$ cat config.mk
export PLATFORM = sky130hd
export DESIGN_NAME = maxnet_input_loader_flat
export DESIGN_NICKNAME = d
export VERILOG_FILES = /design/src/rtl/maxnet_input_loader_if.sv /design/src/rtl/maxnet_input_loader.sv /design/src/flat_wrapper.sv
export SDC_FILE = /design/constraint.sdc
export NUM_CORES = 1
export LEC_CHECK = 0
export ABC_CLOCK_PERIOD_IN_PS = 2500
export BUFFER_PORTS_ARGS = -buffer_cell sky130_fd_sc_hd__buf_2
export CORE_ASPECT_RATIO = 1.2
export CORE_MARGIN = 2
export CORE_UTILIZATION = 30
export DETAILED_ROUTE_END_ITERATION = 8
export PLACE_DENSITY = 0.59
export SLEW_MARGIN = 20
export SYNTH_ARGS = -nofsm -noshare
export SYNTH_HDL_FRONTEND = slang
export SYNTH_SLANG_ARGS = --single-unit
$ cat constraint.sdc
create_clock -name clk -period 2.5 [get_ports clk]
set_input_delay 0.5 -clock clk [delete_from_list [all_inputs] [get_ports clk]]
set_output_delay 0.5 -clock clk [all_outputs]
set_load 0.02 [all_outputs]
$ cat src/rtl/maxnet_input_loader_if.sv
// Handshake bundle between the candidate stream, the MaxNet input loader and the
// MaxNet controller: word stream in, packed 4-entry vector out, finish back.
interface maxnet_input_loader_if #(
    parameter int DATA_W = 32
);
    logic [DATA_W-1:0] in_data;
    logic              in_valid;
    logic              in_last;
    logic              in_ready;
    logic [DATA_W-1:0] x_0;
    logic [DATA_W-1:0] x_1;
    logic [DATA_W-1:0] x_2;
    logic [DATA_W-1:0] x_3;
    logic [2:0]        vec_count;
    logic              vec_valid;
    logic              vec_ready;
    logic              mn_finish;
    logic              busy;

    modport master (
        output in_data, in_valid, in_last, vec_ready, mn_finish,
        input  in_ready, x_0, x_1, x_2, x_3, vec_count, vec_valid, busy
    );

    modport slave (
        input  in_data, in_valid, in_last, vec_ready, mn_finish,
        output in_ready, x_0, x_1, x_2, x_3, vec_count, vec_valid, busy
    );
endinterface

$ cat src/rtl/maxnet_input_loader.sv
// Packs a word stream into one 4-entry MaxNet vector, offers it, then blocks until finish rises.
// Optional MAXNET_LOADER_CLAMP_NEG_EN: words with the top bit set are stored as zero.
module maxnet_input_loader #(
    parameter int DATA_W = 32,
    parameter int NUM_IN = 4
) (
    input logic                   clk,
    input logic                   rst,
    maxnet_input_loader_if.slave  bus
);
    typedef enum logic [1:0] {
        S_FILL      = 2'd0,
        S_PRESENT   = 2'd1,
        S_WAIT_DONE = 2'd2
    } state_t;

    state_t            r_state;
    state_t            w_next;
    logic [1:0]        r_idx;
    logic [DATA_W-1:0] r_x [NUM_IN];
    logic [2:0]        r_cnt;
    logic              r_fin_prev;

    logic              w_in_ready;
    logic              w_vec_valid;
    logic              w_busy;
    logic              w_accept;
    logic              w_fill_done;
    logic              w_vec_xfer;
    logic              w_finish_rise;
    logic              w_done;
    logic [DATA_W-1:0] w_word;

    assign w_accept      = bus.in_valid & w_in_ready;
    assign w_fill_done   = w_accept & (bus.in_last | (r_idx == 2'(NUM_IN - 1)));
    assign w_vec_xfer    = w_vec_valid & bus.vec_ready;
    assign w_finish_rise = bus.mn_finish & ~r_fin_prev;
    assign w_done        = (r_state == S_WAIT_DONE) & w_finish_rise;

`ifdef MAXNET_LOADER_CLAMP_NEG_EN
    assign w_word = bus.in_data[DATA_W-1] ? '0 : bus.in_data;
`else
    assign w_word = bus.in_data;
`endif

    always_ff @(posedge clk) begin
        if (!rst) begin
            r_state <= S_FILL;
        end else begin
            r_state <= w_next;
        end
    end

    always_comb begin
        w_next = r_state;
        case (r_state)
            S_FILL:      if (w_fill_done)   w_next = S_PRESENT;
            S_PRESENT:   if (w_vec_xfer)    w_next = S_WAIT_DONE;
            S_WAIT_DONE: if (w_finish_rise) w_next = S_FILL;
            default:                        w_next = S_FILL;
        endcase
    end

    // in_ready is gated by rst so nothing is accepted while reset is asserted.
    always_comb begin
        w_in_ready  = 1'b0;
        w_vec_valid = 1'b0;
        w_busy      = 1'b0;
        case (r_state)
            S_FILL:      w_in_ready  = rst;
            S_PRESENT: begin
                w_vec_valid = 1'b1;
                w_busy      = 1'b1;
            end
            S_WAIT_DONE: w_busy      = 1'b1;
            default: ;
        endcase
    end

    // Slots are cleared when returning to FILL so a short vector carries zero padding.
    always_ff @(posedge clk) begin
        if (!rst) begin
            r_idx      <= 2'd0;
            r_cnt      <= 3'd0;
            r_fin_prev <= 1'b0;
            for (int i = 0; i < NUM_IN; i++) begin
                r_x[i] <= '0;
            end
        end else begin
            r_fin_prev <= bus.mn_finish;
            if (w_accept) begin
                r_x[r_idx] <= w_word;
                r_cnt      <= {1'b0, r_idx} + 3'd1;
                r_idx      <= w_fill_done ? 2'd0 : r_idx + 2'd1;
            end else if (w_done) begin
                r_idx <= 2'd0;
                r_cnt <= 3'd0;
                for (int i = 0; i < NUM_IN; i++) begin
                    r_x[i] <= '0;
                end
            end
        end
    end

    assign bus.in_ready  = w_in_ready;
    assign bus.vec_valid = w_vec_valid;
    assign bus.busy      = w_busy;
    assign bus.x_0       = r_x[0];
    assign bus.x_1       = r_x[1];
    assign bus.x_2       = r_x[2];
    assign bus.x_3       = r_x[3];
    assign bus.vec_count = r_cnt;
endmodule

$ cat src/flat_wrapper.sv
// flat-port wrapper written by rule: the top's interface ports become plain ports
module maxnet_input_loader_flat 
#(
    parameter int DATA_W = 32,
    parameter int NUM_IN = 4
)
  (clk, rst, bus_in_data, bus_in_valid, bus_in_last, bus_vec_ready, bus_mn_finish, bus_in_ready, bus_x_0, bus_x_1, bus_x_2, bus_x_3, bus_vec_count, bus_vec_valid, bus_busy);
  maxnet_input_loader_if #(.DATA_W(DATA_W)) bus_i ();
  input logic clk;
  input logic rst;
  input wire logic [$bits(bus_i.in_data)-1:0] bus_in_data;
  input wire logic [$bits(bus_i.in_valid)-1:0] bus_in_valid;
  input wire logic [$bits(bus_i.in_last)-1:0] bus_in_last;
  input wire logic [$bits(bus_i.vec_ready)-1:0] bus_vec_ready;
  input wire logic [$bits(bus_i.mn_finish)-1:0] bus_mn_finish;
  output wire logic [$bits(bus_i.in_ready)-1:0] bus_in_ready;
  output wire logic [$bits(bus_i.x_0)-1:0] bus_x_0;
  output wire logic [$bits(bus_i.x_1)-1:0] bus_x_1;
  output wire logic [$bits(bus_i.x_2)-1:0] bus_x_2;
  output wire logic [$bits(bus_i.x_3)-1:0] bus_x_3;
  output wire logic [$bits(bus_i.vec_count)-1:0] bus_vec_count;
  output wire logic [$bits(bus_i.vec_valid)-1:0] bus_vec_valid;
  output wire logic [$bits(bus_i.busy)-1:0] bus_busy;
  assign bus_i.in_data = bus_in_data;
  assign bus_i.in_valid = bus_in_valid;
  assign bus_i.in_last = bus_in_last;
  assign bus_i.vec_ready = bus_vec_ready;
  assign bus_i.mn_finish = bus_mn_finish;
  assign bus_in_ready = bus_i.in_ready;
  assign bus_x_0 = bus_i.x_0;
  assign bus_x_1 = bus_i.x_1;
  assign bus_x_2 = bus_i.x_2;
  assign bus_x_3 = bus_i.x_3;
  assign bus_vec_count = bus_i.vec_count;
  assign bus_vec_valid = bus_i.vec_valid;
  assign bus_busy = bus_i.busy;
  maxnet_input_loader #(.DATA_W(DATA_W), .NUM_IN(NUM_IN)) u_core (.clk(clk), .rst(rst), .bus(bus_i));
endmodule
# Word level (Yosys, flattened, before mapping)
# Memories as Yosys holds them, arrays and structs flattened.
# Cells that the tools add are included.
# Widths: inputs -> output; s select.
[classes]
reduce_logical = 5
eq_ne = 6
muxes = 27
add_sub_neg = 2
bitwise = 11
[ops]
columns = ["operator", "count"]
rows = [
  ["$mux 32", 5],
  ["$reduce_or 32->1", 1],
  ["$mux 2", 7],
  ["$mux 1", 12],
  ["$mux 3", 2],
  ["$ne 2x1->1 const B", 3],
  ["$pmux 2 s3", 1],
  ["$and 1x1->1", 5],
  ["$or 1x1->1", 5],
  ["$eq 2x2->1 const B", 2],
  ["$add 2x1->3 const B", 1],
  ["$reduce_and 3->1", 1],
  ["$add 2x1->2 const B", 1],
  ["$eq 2x1->1 const B", 1],
  ["$logic_not 2->1", 1],
  ["$reduce_bool 2->1", 1],
  ["$reduce_or 2->1", 1],
  ["$not 1->1", 1],
]
[totals]
in_bits = 38
mem_count = 1
regBits = 8
out_inout_bits = 134
mem_bits_rw = 128
[mem_list]
columns = ["name", "words", "width", "rd", "rd_ports_with_merged_regs", "write_ports", "line_no", "rtl"]
rows = [
  ["u_core.r_x", 4, 32, 4, 0, 4, "maxnet_input_loader.sv:20", "logic [DATA_W-1:0] r_x [NUM_IN];"],
]

# Logic depth before layout (Yosys ltp)
[logic_depth]
word_depth = 9
depth_mapped = 7
depth_no_buf = 5

# Worst setup path before layout
# No wires, ideal clock.
[synth_timing]
path_type = "reg2reg"
startpoint = "register u_core.r_state[0]"
endpoint = "memory u_core.r_x[0][0] (enable)"
slack_ns = 0.231
path_stages_with_launch = 8
period_less_slack_ns = 2.269
n_path_buf = 2
t_arrival_ns = 1.879
setup_time_ns = 0.389
cell_sequence = "dfxtp_1 > inv_1 > ha_1 > and3_1 > clkbuf_2 > clkbuf_2 > nand2_1 > nand2_1"
[synth_rtl]
columns = ["item", "line_no", "rtl"]
rows = [
  ["from (decl)", "maxnet_input_loader.sv:17", "state_t r_state;"],
  ["from (signal assigned)", "maxnet_input_loader.sv:50", "r_state <= w_next;"],
  ["to (decl)", "maxnet_input_loader.sv:20", ""],
]

==> results.json <==
{
  "status": "complete, no violations",
  "vdd_drop_max_mv": 0.397,
  "clock_sinks": 136,
  "grt_first_pass_wirelength_um": 20600,
  "drc": 0,
  "finalCriticalPeriod_ns": 2.08,
  "worstPathRequired_ns": 2.62,
  "drt-vias-per-instance": 4.67,
  "crit_path_max_fanout": 12,
  "drv_cap": 0,
  "power.density_nw_per_um2": 888,
  "setup_tns_ns": 0,
  "ys_warn_count": 0,
  "startpoint_type": "flop",
  "critPathArrivalTime_ns": 2.20,
  "p_leak_nw": 3.45,
  "layout.filler_cells": 1623,
  "post-route-util_pct": 40.5,
  "syn_area_sq_um": 5300,
  "die_y_um": 150,
  "coreArea_sq_um": 17400,
  "fin_skew_ns": 0.0121,
  "grt_usage_pct": 14.6,
  "synth_edf_count": 128,
  "io_buffers": 171,
  "clockRootBuffer": "clkbuf_16",
  "ios": 172,
  "synth_top_area_share_pct": 72.6,
  "dr.pass1.iters": 4,
  "gr-total-overflow": 0,
  "numCtsBuffers": 17,
  "synth_top_cell_by_area": "edfxtp_1",
  "slew_viol_final": 0,
  "cts_tree": "built",
  "setup_viol": 0,
  "endpoint_kind": "flop",
  "antenna_found_initial": 1,
  "fp-row-count": 53,
  "grt_pass1_vias": 3584,
  "avgRoutedWirePerCell_um": 18.2,
  "cts-hold-fix-buffers": 0,
  "dieArea_sq_um": 18700,
  "hold_start": "bus_mn_finish",
  "gp_congestion": 0.784,
  "antennaDiodeCount": 0,
  "drive_gt1_share_pct": 40.8,
  "cts_htree_levels": 4,
  "cts_setup_buffers": 0,
  "ys.flop_type": "edfxtp_1",
  "synth.net_count": 392,
  "syn-mean-instance-area_sq_um": 15.4,
  "hold_class": "in -> reg",
  "area_growth_pct": 33.4,
  "clk_pin_slew_ns": 0.06,
  "period_share_pct": 83.1,
  "clk_latency_ns": 0.42,
  "final_nets": 569,
  "cts_resized": 0,
  "crit_start": "u_core.r_state[0]$_SDFFE_PN0P_",
  "worst_pin_slew_ns": 0.642,
  "syn_inst": 345,
  "critPathKind": "reg -> reg",
  "dieWidth_um": 125,
  "yosys.cell_types.count": 23,
  "async_flop_share_pct": 0,
  "yosysSeqAreaShare_pct": 75.6,
  "setup_ws_ns": 0.423,
  "initial_core_util_pct": 30.4,
  "grt_max_degree": 82,
  "ys_top_cells_by_area": "edfxtp_1 73%, and3_1 15%, dfxtp_1 3.0%",
  "rsz0062_at_grt": "false",
  "num_vias": 3518,
  "clk_path_buf_depth": 2,
  "hpwl_um": 9440,
  "synth-seq-cells": 136,
  "worstReg2RegStart": "u_core.r_state[0]$_SDFFE_PN0P_",
  "max_slew_margin_pct": 57.2,
  "drtIter0Drc": 252,
  "final-hold-violation-count": 0,
  "dp_slack_ns": 0.433,
  "wirelength_um": 13700,
  "clock.fmax_mhz": 482,
  "ant_nets": 0
}
==> final timing paths <==
path | slack (ns) | to | depth (start not counted)
setup / recovery | 0.42 | u_core.r_x[0][0]$_SDFFCE_PN0P_ | 6
hold / removal | 0.32 | u_core.r_fin_prev$_SDFF_PN0_ | 2
setup reg to reg | 0.42 | u_core.r_x[0][0]$_SDFFCE_PN0P_ | 6
hold reg to reg | 0.48 | u_core.bus.vec_count[1]$_SDFFE_PN0P_ | 2
==> final cells by class <==
type	instances	area, sq um	area share [%]
sequential	136	4000	56.7
clock inverter	13	136	1.93
tap	220	275	3.90
timing repair buffer	186	1040	14.8
multi-input combinational	176	1160	16.4
clock buffer	18	429	6.08
inverter	5	18.8	0.266
==> registers in the layout (all words and copies together) (netlist names) <==
signal / count
u_core.r_x: 128
u_core.r_state: 2
u_core.bus.vec_count: 3
u_core.r_idx: 2
u_core.r_fin_prev: 1
==> layout by cell type, fill, tap and decap left out, types with 3 or more instances in the layout <==
master and n:
buf_2 171, and3_1 128, edfxtp_1 128, clkbuf_16 17
nand2_1 9, ha_1 9, buf_4 9, dfxtp_1 8
nand3_1 6, clkinv_1 6, buf_12 6, inv_1 5
nand2_2 4, and2_1 3, a21boi_0 3, bufinv_16 3
clkinv_2 3
==> kinds of logic after synthesis <==
family	share of synthesized area (%)
AOI/OAI and AO/OA	1.18
adders and majority gates	2.13
buffers and inverters	2.86
DFF	75.6
muxes	0.378
and+or+nand+nor	17.9
==> where the power goes <==
part           switching [W]  internal (W)  total, W  leakage, nW
clock               0.000877       0.00153   0.00241        0.278
combinational       0.000723      0.000324   0.00105         1.77
sequential         0.0000799       0.00273   0.00281         1.40
total                0.00168       0.00459   0.00627         3.45
==> metal layers <==
layer	vias up	track usage [%]	part of all wire (%)	wire length (um)
met3	23	4.72	6.0	829
met4	2	6.06	1.9	263
li1	1660	-	-	-
met1	1707	18.0	42	5800
met2	126	24.0	50	6840
met5	-	0	0.095	13
==> synthesized netlist by cell type (2+ instances only) <==
cell      count
a21boi_0      3
and2_1        3
and3_1      129
buf_6         2
clkbuf_1     16
clkbuf_2     10
dfxtp_1       8
edfxtp_1    128
ha_1          9
inv_1         5
mux2i_1       2
nand2_1      13
nand3_1       6
o21a_1        2
==> critical path, stage by stage, from the launching register on <==
cell and delay (ns):
dfxtp_1 0.38, inv_1 0.10, ha_1 0.28, and2_1 0.18, o21a_1 0.27, nand2_2 0.36, buf_12 0.21
==> metrics by stage <==
stage               hold WS (ns)  power, W  cells  area [sq um]
finish                     0.317   0.00627    754          7060
CTS                        0.304   0.00633    754          7060
global placement           0.470   0.00390    723          6500
floorplan                  0.451   0.00348    345          5300
detailed placement         0.474   0.00392    723          6500
global route               0.322   0.00652    754          7060
Note: power is estimated with default switching activity, not from simulation.
